`config.mk`:
```
export PLATFORM = sky130hd
export DESIGN_NAME = player_ctrl
export DESIGN_NICKNAME = d
export VERILOG_FILES = /design/src/rtl/player_ctrl.sv
export SDC_FILE = /design/constraint.sdc
export NUM_CORES = 1
export LEC_CHECK = 0
export ABC_AREA = 1
export CORE_UTILIZATION = 35
export DETAILED_ROUTE_END_ITERATION = 7
export SLEW_MARGIN = 10
export SYNTH_ARGS = -nofsm -noshare
export SYNTH_HDL_FRONTEND = slang
export SYNTH_SLANG_ARGS = --single-unit
```
`constraint.sdc`:
```
create_clock -name gameclk -period 1.8 [get_ports gameclk]
set_input_delay 0.36 -clock gameclk [delete_from_list [all_inputs] [get_ports gameclk]]
set_output_delay 0.36 -clock gameclk [all_outputs]
set_load 0.005 [all_outputs]
```
`src/rtl/player_ctrl.sv`:
```
// -----------------------------------------------------------------------------
// player_ctrl
//   Turns the raw left/right push-buttons into the 4-bit player column used by
//   the game core. Each button is synchronised and debounced. A press gives
//   one step. Holding the button auto-repeats. The column is clamped to the
//   playfield, and movement is frozen while lives == 0.
//
// Ports
//   gameclk    in  1  only clock, rising edge
//   clr        in  1  asynchronous active-high reset
//   btn_left   in  1  raw left button, 1 = pressed
//   btn_right  in  1  raw right button, 1 = pressed
//   lives      in  2  lives remaining, 0 = game over
//   plrpos     out 4  player column, 0..MAX_POS
//   moved      out 1  high for the one cycle after plrpos changed
//
// Handshake note: there is no valid/ready traffic here. plrpos is a level.
// moved is a single-cycle strobe that is aligned with the new plrpos value.
// -----------------------------------------------------------------------------
module player_ctrl #(
  parameter int DEBOUNCE_CYCLES = 4,
  parameter int REPEAT_DELAY    = 20,
  parameter int REPEAT_RATE     = 6,
  parameter int MAX_POS         = 13,
  parameter int START_POS       = 7
) (
  input  logic       gameclk,
  input  logic       clr,
  input  logic       btn_left,
  input  logic       btn_right,
  input  logic [1:0] lives,
  output logic [3:0] plrpos,
  output logic       moved
);

  localparam int DW   = $clog2(DEBOUNCE_CYCLES + 1);
  localparam int RMAX = (REPEAT_DELAY > REPEAT_RATE) ? REPEAT_DELAY : REPEAT_RATE;
  localparam int RW   = $clog2(RMAX + 1);

  typedef enum logic [1:0] {
    S_IDLE   = 2'd0,
    S_WAIT   = 2'd1,
    S_REPEAT = 2'd2
  } state_t;

  // Index 0 = left, index 1 = right.
  logic [1:0]    sync1, sync2, deb;
  logic [DW-1:0] dcnt [2];

  state_t        state, state_n;
  logic [RW-1:0] rcnt, rcnt_n;
  logic          dir, dir_n;       // 1 = right, 0 = left
  logic          step;
  logic [3:0]    pos_n;
  logic          moved_n;

  logic          one_held, held_dir, dir_held, alive;

  // ---------------------------------------------------------------------------
  // Two-flop synchroniser for both buttons
  // ---------------------------------------------------------------------------
  always_ff @(posedge gameclk or posedge clr) begin
    if (clr) begin
      sync1 <= 2'b00;
      sync2 <= 2'b00;
    end else begin
      sync1 <= {btn_right, btn_left};
      sync2 <= sync1;
    end
  end

  // ---------------------------------------------------------------------------
  // Debouncers. The counter tracks consecutive samples that disagree with the
  // accepted level. The level flips on the DEBOUNCE_CYCLES-th disagreeing
  // sample.
  // ---------------------------------------------------------------------------
  always_ff @(posedge gameclk or posedge clr) begin
    if (clr) begin
      deb <= 2'b00;
      for (int i = 0; i < 2; i++) dcnt[i] <= '0;
    end else begin
      for (int i = 0; i < 2; i++) begin
        if (sync2[i] == deb[i]) begin
          dcnt[i] <= '0;
        end else if (dcnt[i] == DW'(DEBOUNCE_CYCLES - 1)) begin
          deb[i]  <= sync2[i];
          dcnt[i] <= '0;
        end else begin
          dcnt[i] <= dcnt[i] + 1'b1;
        end
      end
    end
  end

  assign one_held = deb[0] ^ deb[1];
  assign held_dir = deb[1];
  assign dir_held = one_held && (held_dir == dir);
  assign alive    = (lives != 2'd0);

  // ---------------------------------------------------------------------------
  // FSM: state register
  // ---------------------------------------------------------------------------
  always_ff @(posedge gameclk or posedge clr) begin
    if (clr) begin
      state <= S_IDLE;
      rcnt  <= '0;
      dir   <= 1'b0;
    end else begin
      state <= state_n;
      rcnt  <= rcnt_n;
      dir   <= dir_n;
    end
  end

  // ---------------------------------------------------------------------------
  // FSM: next state
  // In WAIT and REPEAT, any change to the held pattern drops back to IDLE. A
  // direction reversal therefore costs one idle cycle before the new step.
  // ---------------------------------------------------------------------------
  always_comb begin
    state_n = state;
    rcnt_n  = rcnt;
    dir_n   = dir;
    step    = 1'b0;
    unique case (state)
      S_IDLE: begin
        if (one_held && alive) begin
          step    = 1'b1;
          dir_n   = held_dir;
          rcnt_n  = '0;
          state_n = S_WAIT;
        end
      end
      S_WAIT: begin
        if (!dir_held || !alive) begin
          state_n = S_IDLE;
          rcnt_n  = '0;
        end else if (rcnt == RW'(REPEAT_DELAY - 1)) begin
          step    = 1'b1;
          rcnt_n  = '0;
          state_n = S_REPEAT;
        end else begin
          rcnt_n  = rcnt + 1'b1;
        end
      end
      S_REPEAT: begin
        if (!dir_held || !alive) begin
          state_n = S_IDLE;
          rcnt_n  = '0;
        end else if (rcnt == RW'(REPEAT_RATE - 1)) begin
          step    = 1'b1;
          rcnt_n  = '0;
        end else begin
          rcnt_n  = rcnt + 1'b1;
        end
      end
      default: begin
        state_n = S_IDLE;
        rcnt_n  = '0;
      end
    endcase
  end

  // ---------------------------------------------------------------------------
  // FSM: outputs. The edge checks run before the +/-1, so a step at a
  // playfield edge is absorbed and the column cannot wrap.
  // ---------------------------------------------------------------------------
  always_comb begin
    pos_n   = plrpos;
    moved_n = 1'b0;
    if (step) begin
      if (dir_n && (plrpos != 4'(MAX_POS))) begin
        pos_n   = plrpos + 4'd1;
        moved_n = 1'b1;
      end else if (!dir_n && (plrpos != 4'd0)) begin
        pos_n   = plrpos - 4'd1;
        moved_n = 1'b1;
      end
    end
  end

  always_ff @(posedge gameclk or posedge clr) begin
    if (clr) begin
      plrpos <= 4'(START_POS);
      moved  <= 1'b0;
    end else begin
      plrpos <= pos_n;
      moved  <= moved_n;
    end
  end

endmodule

```
**Yosys cells after proc, flatten, opt, wreduce, memory -nomap -nowiden**

Index checks and enable logic that the tools add are counted.

- Bitwise gates (word level): 3
- Multiplexer cells: 28
- Reductions and logical operators: 16
- $add $sub $neg: 5
- Eq/ne operators: 13

Operator list:

| cell | count |
|---|---|
| 5-bit two-way mux | 5 |
| 5-bit one-hot mux with 3 select lines | 1 |
| 3-bit two-way mux | 4 |
| 1-bit two-way mux | 10 |
| 2-bit two-way mux | 4 |
| 4-bit two-way mux | 2 |
| 3-bit by 1-bit adder with 3-bit output (second input constant) | 2 |
| 3-bit by 2-bit == test with 1-bit output (second input constant) | 2 |
| 2-bit one-hot mux with 3 select lines | 1 |
| 2-bit AND reduction | 3 |
| 5-bit by 1-bit adder with 5-bit output (second input constant) | 1 |
| 5-bit by 3-bit == test with 1-bit output (second input constant) | 1 |
| 5-bit == test (second input constant) | 1 |
| 4-bit by 1-bit adder with 4-bit output (second input constant) | 1 |
| 1-bit logical AND | 4 |
| 2-bit != test (second input constant) | 2 |
| 4-bit != test (second input constant) | 1 |
| 2-bit nonzero test | 2 |
| 4-bit nonzero test | 1 |
| 4-bit by 1-bit subtractor with 4-bit output (second input constant) | 1 |
| 1-bit == test | 3 |
| 1-bit zero test | 3 |
| 3-bit != test (second input constant) | 1 |
| 1-bit one-hot mux with 3 select lines | 1 |
| 7 further kinds | 8 |

- Word-level logic and storage cells: 76
- Input port bits: 6
- Register bits after elaboration: 25

**Logic depth before layout (Yosys ltp)**

- Depth in word-level cells: 9
- Depth in mapped cells: 15
- Depth with buffers taken out: 14

**Least setup slack after synthesis**

OpenSTA, ideal clock, no wires.

- Path type: register to register
- Start point: reg state[0]
- End point: reg plrpos[3]
- Stages on the path, launching flop included: 15
- Period minus slack after synthesis: 1946 ps
- Setup time: 116 ps
- Required time: 1684 ps
- Path slack: -146 ps
- Arrival: 1830 ps
- Cell sequence: dfrtp_1 -> inv_1 -> ha_1 -> nand3_2 -> nand2_2 -> nand3_4 -> ha_1 -> nand2_1 -> nand2_1 -> a31oi_1 -> inv_1 -> nand2_1 -> nand2_1 -> nand2_1 -> nand2_1

- Longest elaborated chain between the ends: 6
- Elaborated cells on any way between the ends: 11
- Those cells by class: eq/ne: 2; mux: 3; reduce/logical: 6

Ends and longest elaborated chain:

| item | line | RTL |
|---|---|---|
| start: declaration | 50 | `state_t state, state_n;` |
| start signal: assignment | 109 | `state <= state_n;` |
| 2-bit zero test | 125 | `unique case (state)` |
| 1-bit two-way mux | 125 |  |
| 1-bit zero test | 175 | `end else if (!dir_n && (plrpos != 4'd0)) begin` |
| 1-bit logical AND | 175 |  |
| 2-bit nonzero test (no source line) | -- |  |
| 2-bit AND reduction (no source line) | -- |  |
| end signal: assignment | 184 | `plrpos <= 4'(START_POS);` |
| end signal: assignment | 187 | `plrpos <= pos_n;` |
| end: declaration | 32 | `output logic [3:0] plrpos,` |

Parallel ways exist; a longest one is shown, timed or not.
A chain may end at the register's enable or synchronous reset.

**Final worst setup path**

- Start point: reg state[1]
- End point: reg plrpos[3]

The elaborated chain is that of the path after synthesis.

==> reports/summary.json <==
{
  "outcome": {
    "status": "complete, but fails checks",
    "violations": "setup timing"
  },
  "cells_and_area": {
    "area_growth_pct": 37.2,
    "drive_above_1_share": 0.365,
    "finish.instance_area_um2": 1900,
    "multi_input_comb_area_um2": 761,
    "num-nets-final": 208,
    "antenna-diode-count": 0,
    "fill_cells": 345,
    "regArea_um2": 632
  },
  "floorplan": {
    "initial_core_util": 0.372,
    "placementRows": 22,
    "area_of_the_core_um2": 3720,
    "die_height_um": 64.9,
    "fp.dieArea_um2": 4210,
    "die_x_um": 64.9,
    "num_io_pins": 11
  },
  "critical_path": {
    "timing.critical_path.cells": "inv_2 > ha_4 > nand4_1 > nand3_4 > ha_4 > nand2_2 > nand2_2 > a31oi_4 > inv_1 > nand2_1 > nand2_1 > nand2_1 > nand2_1",
    "timing.critical_path.from_type": "flop",
    "slowest_stage": "dfrtp_1",
    "crit_arrival_ns": 2.03,
    "crit_top_cell": "nand2_1",
    "crit_fanout": 5,
    "timing.reg2reg.worst_path_depth": 13,
    "timing.critical_path.buf_inv": 2,
    "setup.worst_path.class": "flop to flop",
    "worstSetupPathDepth": 13,
    "family_of_cells_with_the_greatest_summed_delay_on_the_critical_path": "simple AND/OR/NAND/NOR gates",
    "cp_data_required_time_ns": 1.97,
    "max_stage_delay_ns": 0.40,
    "end_kind": "flop"
  },
  "flow_run": {
    "maxCapViolations": 0
  },
  "detailed_routing": {
    "routed-via-count": 1110,
    "wl_um": 2830,
    "first_pass_iters": 4,
    "viasPerCell": 4.68,
    "final_antenna_net_count": 0,
    "detail_route.drc_violations": 0,
    "routedWlPerCell_um": 11.9,
    "initialDrtViolationCount": 42
  },
  "placement": {
    "globalplace.congestion": 0.785,
    "place.detailed.hpwl_um": 2010,
    "count_of_input_and_output_buffers": 10,
    "placed_cell_area_um2": 1710
  },
  "logic_synthesis": {
    "yosys_register_bits": 25,
    "post_synth_fa_ha_maj_area_fraction": 0.114,
    "synth_compound_gate_area_share": 0.0597,
    "synth.yosys.warnings": 0,
    "synth_mux_area_frac": 0.00814,
    "mappedNetlistNets": 163,
    "synth_top_family_by_area": "simple AND/OR/NAND/NOR gates",
    "yosys.cell_count.top_type": "nand2_1",
    "post_synth_top_cells": "nand2_1, dfrtp_1, inv_1, ha_1, nor2_1",
    "synth_area_um2": 1380,
    "synth_seq_area_share": 0.455,
    "count_of_distinct_cell_types_in_the_synthesized_netlist": 30,
    "area_share_of_the_largest_cell_type_after_synthesis": 0.398,
    "synth_xor_xnor_area_share": 0.0380,
    "synth_ff_type": "dfrtp_1",
    "area_fraction_in_and_or_nand_and_nor_cells_after_synthesis": 0.268,
    "synth-edff-count": 0,
    "synth.largest_area_cell": "dfrtp_1",
    "syn-instance-count": 145,
    "postSynth.asyncResetShare": 1.00,
    "ys_top_cells_by_area": "dfrtp_1, ha_1, nand2_1",
    "synth_area_per_cell_um2": 9.54
  },
  "sta": {
    "setup-violations-final": 1,
    "finClkSkew_ns": 0.00264,
    "layout_worst_path_cycle_share": 1.03,
    "report.final.hold_viol_count": 0,
    "fmaxAchievable_mhz": 537,
    "unrepaired_setup_endpoints_after_global_routing": "true",
    "final_period_minus_worst_setup_slack_ns": 1.86,
    "final_ws_setup_ns": -0.0609,
    "worst-slew-pin-transition_ns": 0.466,
    "final.setup.tns_ns": -0.0609,
    "timing.max_slew.rel_slack": 0.687,
    "maxSlewViolCount": 0
  },
  "grt": {
    "vias_in_the_first_global_route": 1130,
    "grt_max_degree": 26,
    "grt_pass1_wl_um": 4690,
    "overflow": 0,
    "antenna_found_initial": 0,
    "grt_use_total": 0.145
  },
  "min_path": {
    "holdPathStages": 0,
    "timing.hold.worst.class": "flop to flop"
  },
  "power_and_ir_drop": {
    "powerDensity_nw_per_um2": 1810,
    "max-vdd-ir-drop_v": 0.000699,
    "total_leakage_power_nw": 0.913
  },
  "clocking": {
    "htree_num_levels": 1,
    "number_of_hold_repair_buffers_added_at_the_cts_stage": 0,
    "cts_root_buffer": "clkbuf_8",
    "tritoncts_num_sinks": 25,
    "clk_pin_slew_worst_paths_ns": 0.09,
    "cts_tree": "built",
    "tritoncts.num_buffers": 3,
    "clkLatencyLatePin_ns": 0.27,
    "cts_max_path_buffers": 2
  }
}
-- repair_timing --
item | 4_1_cts | 5_1_grt
gates resized for setup | 9 | 10
setup endpoints to repair | 5 | 7
setup buffers | 7 | 4
pin swaps | 8 | 10
-- report_power, final --
part           switching, mW  leakage, nW  internal (mW)
logic                   1.10        0.576           1.13
registers              0.123        0.311          0.751
clock network          0.178       0.0255          0.155
total                   1.40        0.913           2.03
-- worst reg2reg max path, cell delays in order, from the launching register on --
cell and delay, ns:
dfrtp_1 0.40, inv_2 0.09, ha_4 0.16, nand4_1 0.16
nand3_4 0.17, ha_4 0.23, nand2_2 0.06, nand2_2 0.07
a31oi_4 0.16, inv_1 0.06, nand2_1 0.06, nand2_1 0.04
nand2_1 0.05, nand2_1 0.05
-- through the flow --
stage / hold slack (ns) / util / std cells / setup slack, ns / power (mW)
after floorplan: 0.331 / - / 145 / 0.0430 / 2.04
after global placement: 0.333 / 0.461 / 222 / -0.363 / 2.64
after detailed placement: 0.339 / 0.461 / 222 / -0.445 / 2.71
after CTS: 0.361 / 0.489 / 233 / -0.0380 / 3.21
after global routing: 0.374 / 0.511 / 237 / -0.197 / 3.72
final: 0.355 / 0.511 / 237 / -0.0609 / 3.43
-- registers in the layout, indices dropped and copies added (netlist names) --
register / flops
rcnt: 5
dir: 1
state: 2
sync2: 2
plrpos: 4
deb: 2
sync1: 2
dcnt: 6
moved: 1
-- cell families (layout without fill, tap and decap cells) --
| logic type | count (synthesis) | in the layout |
|---|---|---|
| fa+ha+maj | 12 | 12 |
| compound gates | 14 | 14 |
| xor+xnor | 6 | 6 |
| buf+inv | 19 | 63 |
| mux | 1 | 1 |
| simple gates | 68 | 68 |
| flops | 25 | 25 |
-- final timing paths --
path | to | startpoint | slack [ns]
setup reg to reg | plrpos[3] | state[1] | -0.06
hold / removal | sync2[0] | sync1[0] | 0.35
min in group asynchronous | dcnt[4] | clr | 0.43
hold reg to reg | sync2[0] | sync1[0] | 0.35
max in group asynchronous | plrpos[0] | clr | 1.08
setup / recovery | plrpos[3] | state[1] | -0.06
-- cell type report --
class                           instances  share of cell area
Multi-Input combinational cell        101               0.401
Sequential cell                        25               0.333
Timing Repair Buffer                   41               0.172
Inverter                               18              0.0382
Tap cell                               48              0.0316
Clock buffer                            3              0.0218
Clock inverter                          1             0.00264
-- per-layer routing --
layer  global-route usage  part of all wire
met4               0.0333            0.0099
met5                    0                 0
met1                0.145              0.39
met2                0.290              0.58
met3               0.0370             0.023
-- placed cells by master, fill, tap and decap left out --
cell,count
nand3_1,5
dlygate4sd2_1,5
ha_1,9
a21oi_1,6
ha_4,2
clkdlybuf4s50_1,5
dfrtp_1,20
o2bb2ai_1,1
a21oi_2,1
nor3b_1,2
nand3_2,3
xor2_1,3
xnor2_1,3
buf_4,31
nand2_2,8
fa_1,1
clkbuf_8,3
mux2_2,1
o21ai_4,1
dfrtp_2,2
nand3_4,3
o21ai_0,2
nand4_1,5
clkinv_2,1
nor2_1,7
nand2_1,24
nand3b_1,1
o21ai_1,1
nand2_4,2
inv_2,2
nor2_2,2
a31oi_4,1
nor3_1,4
clkinv_4,1
dfstp_2,3
inv_1,15
nor2_4,2
a22o_1,1
Note: power is estimated with default switching activity, not from simulation.
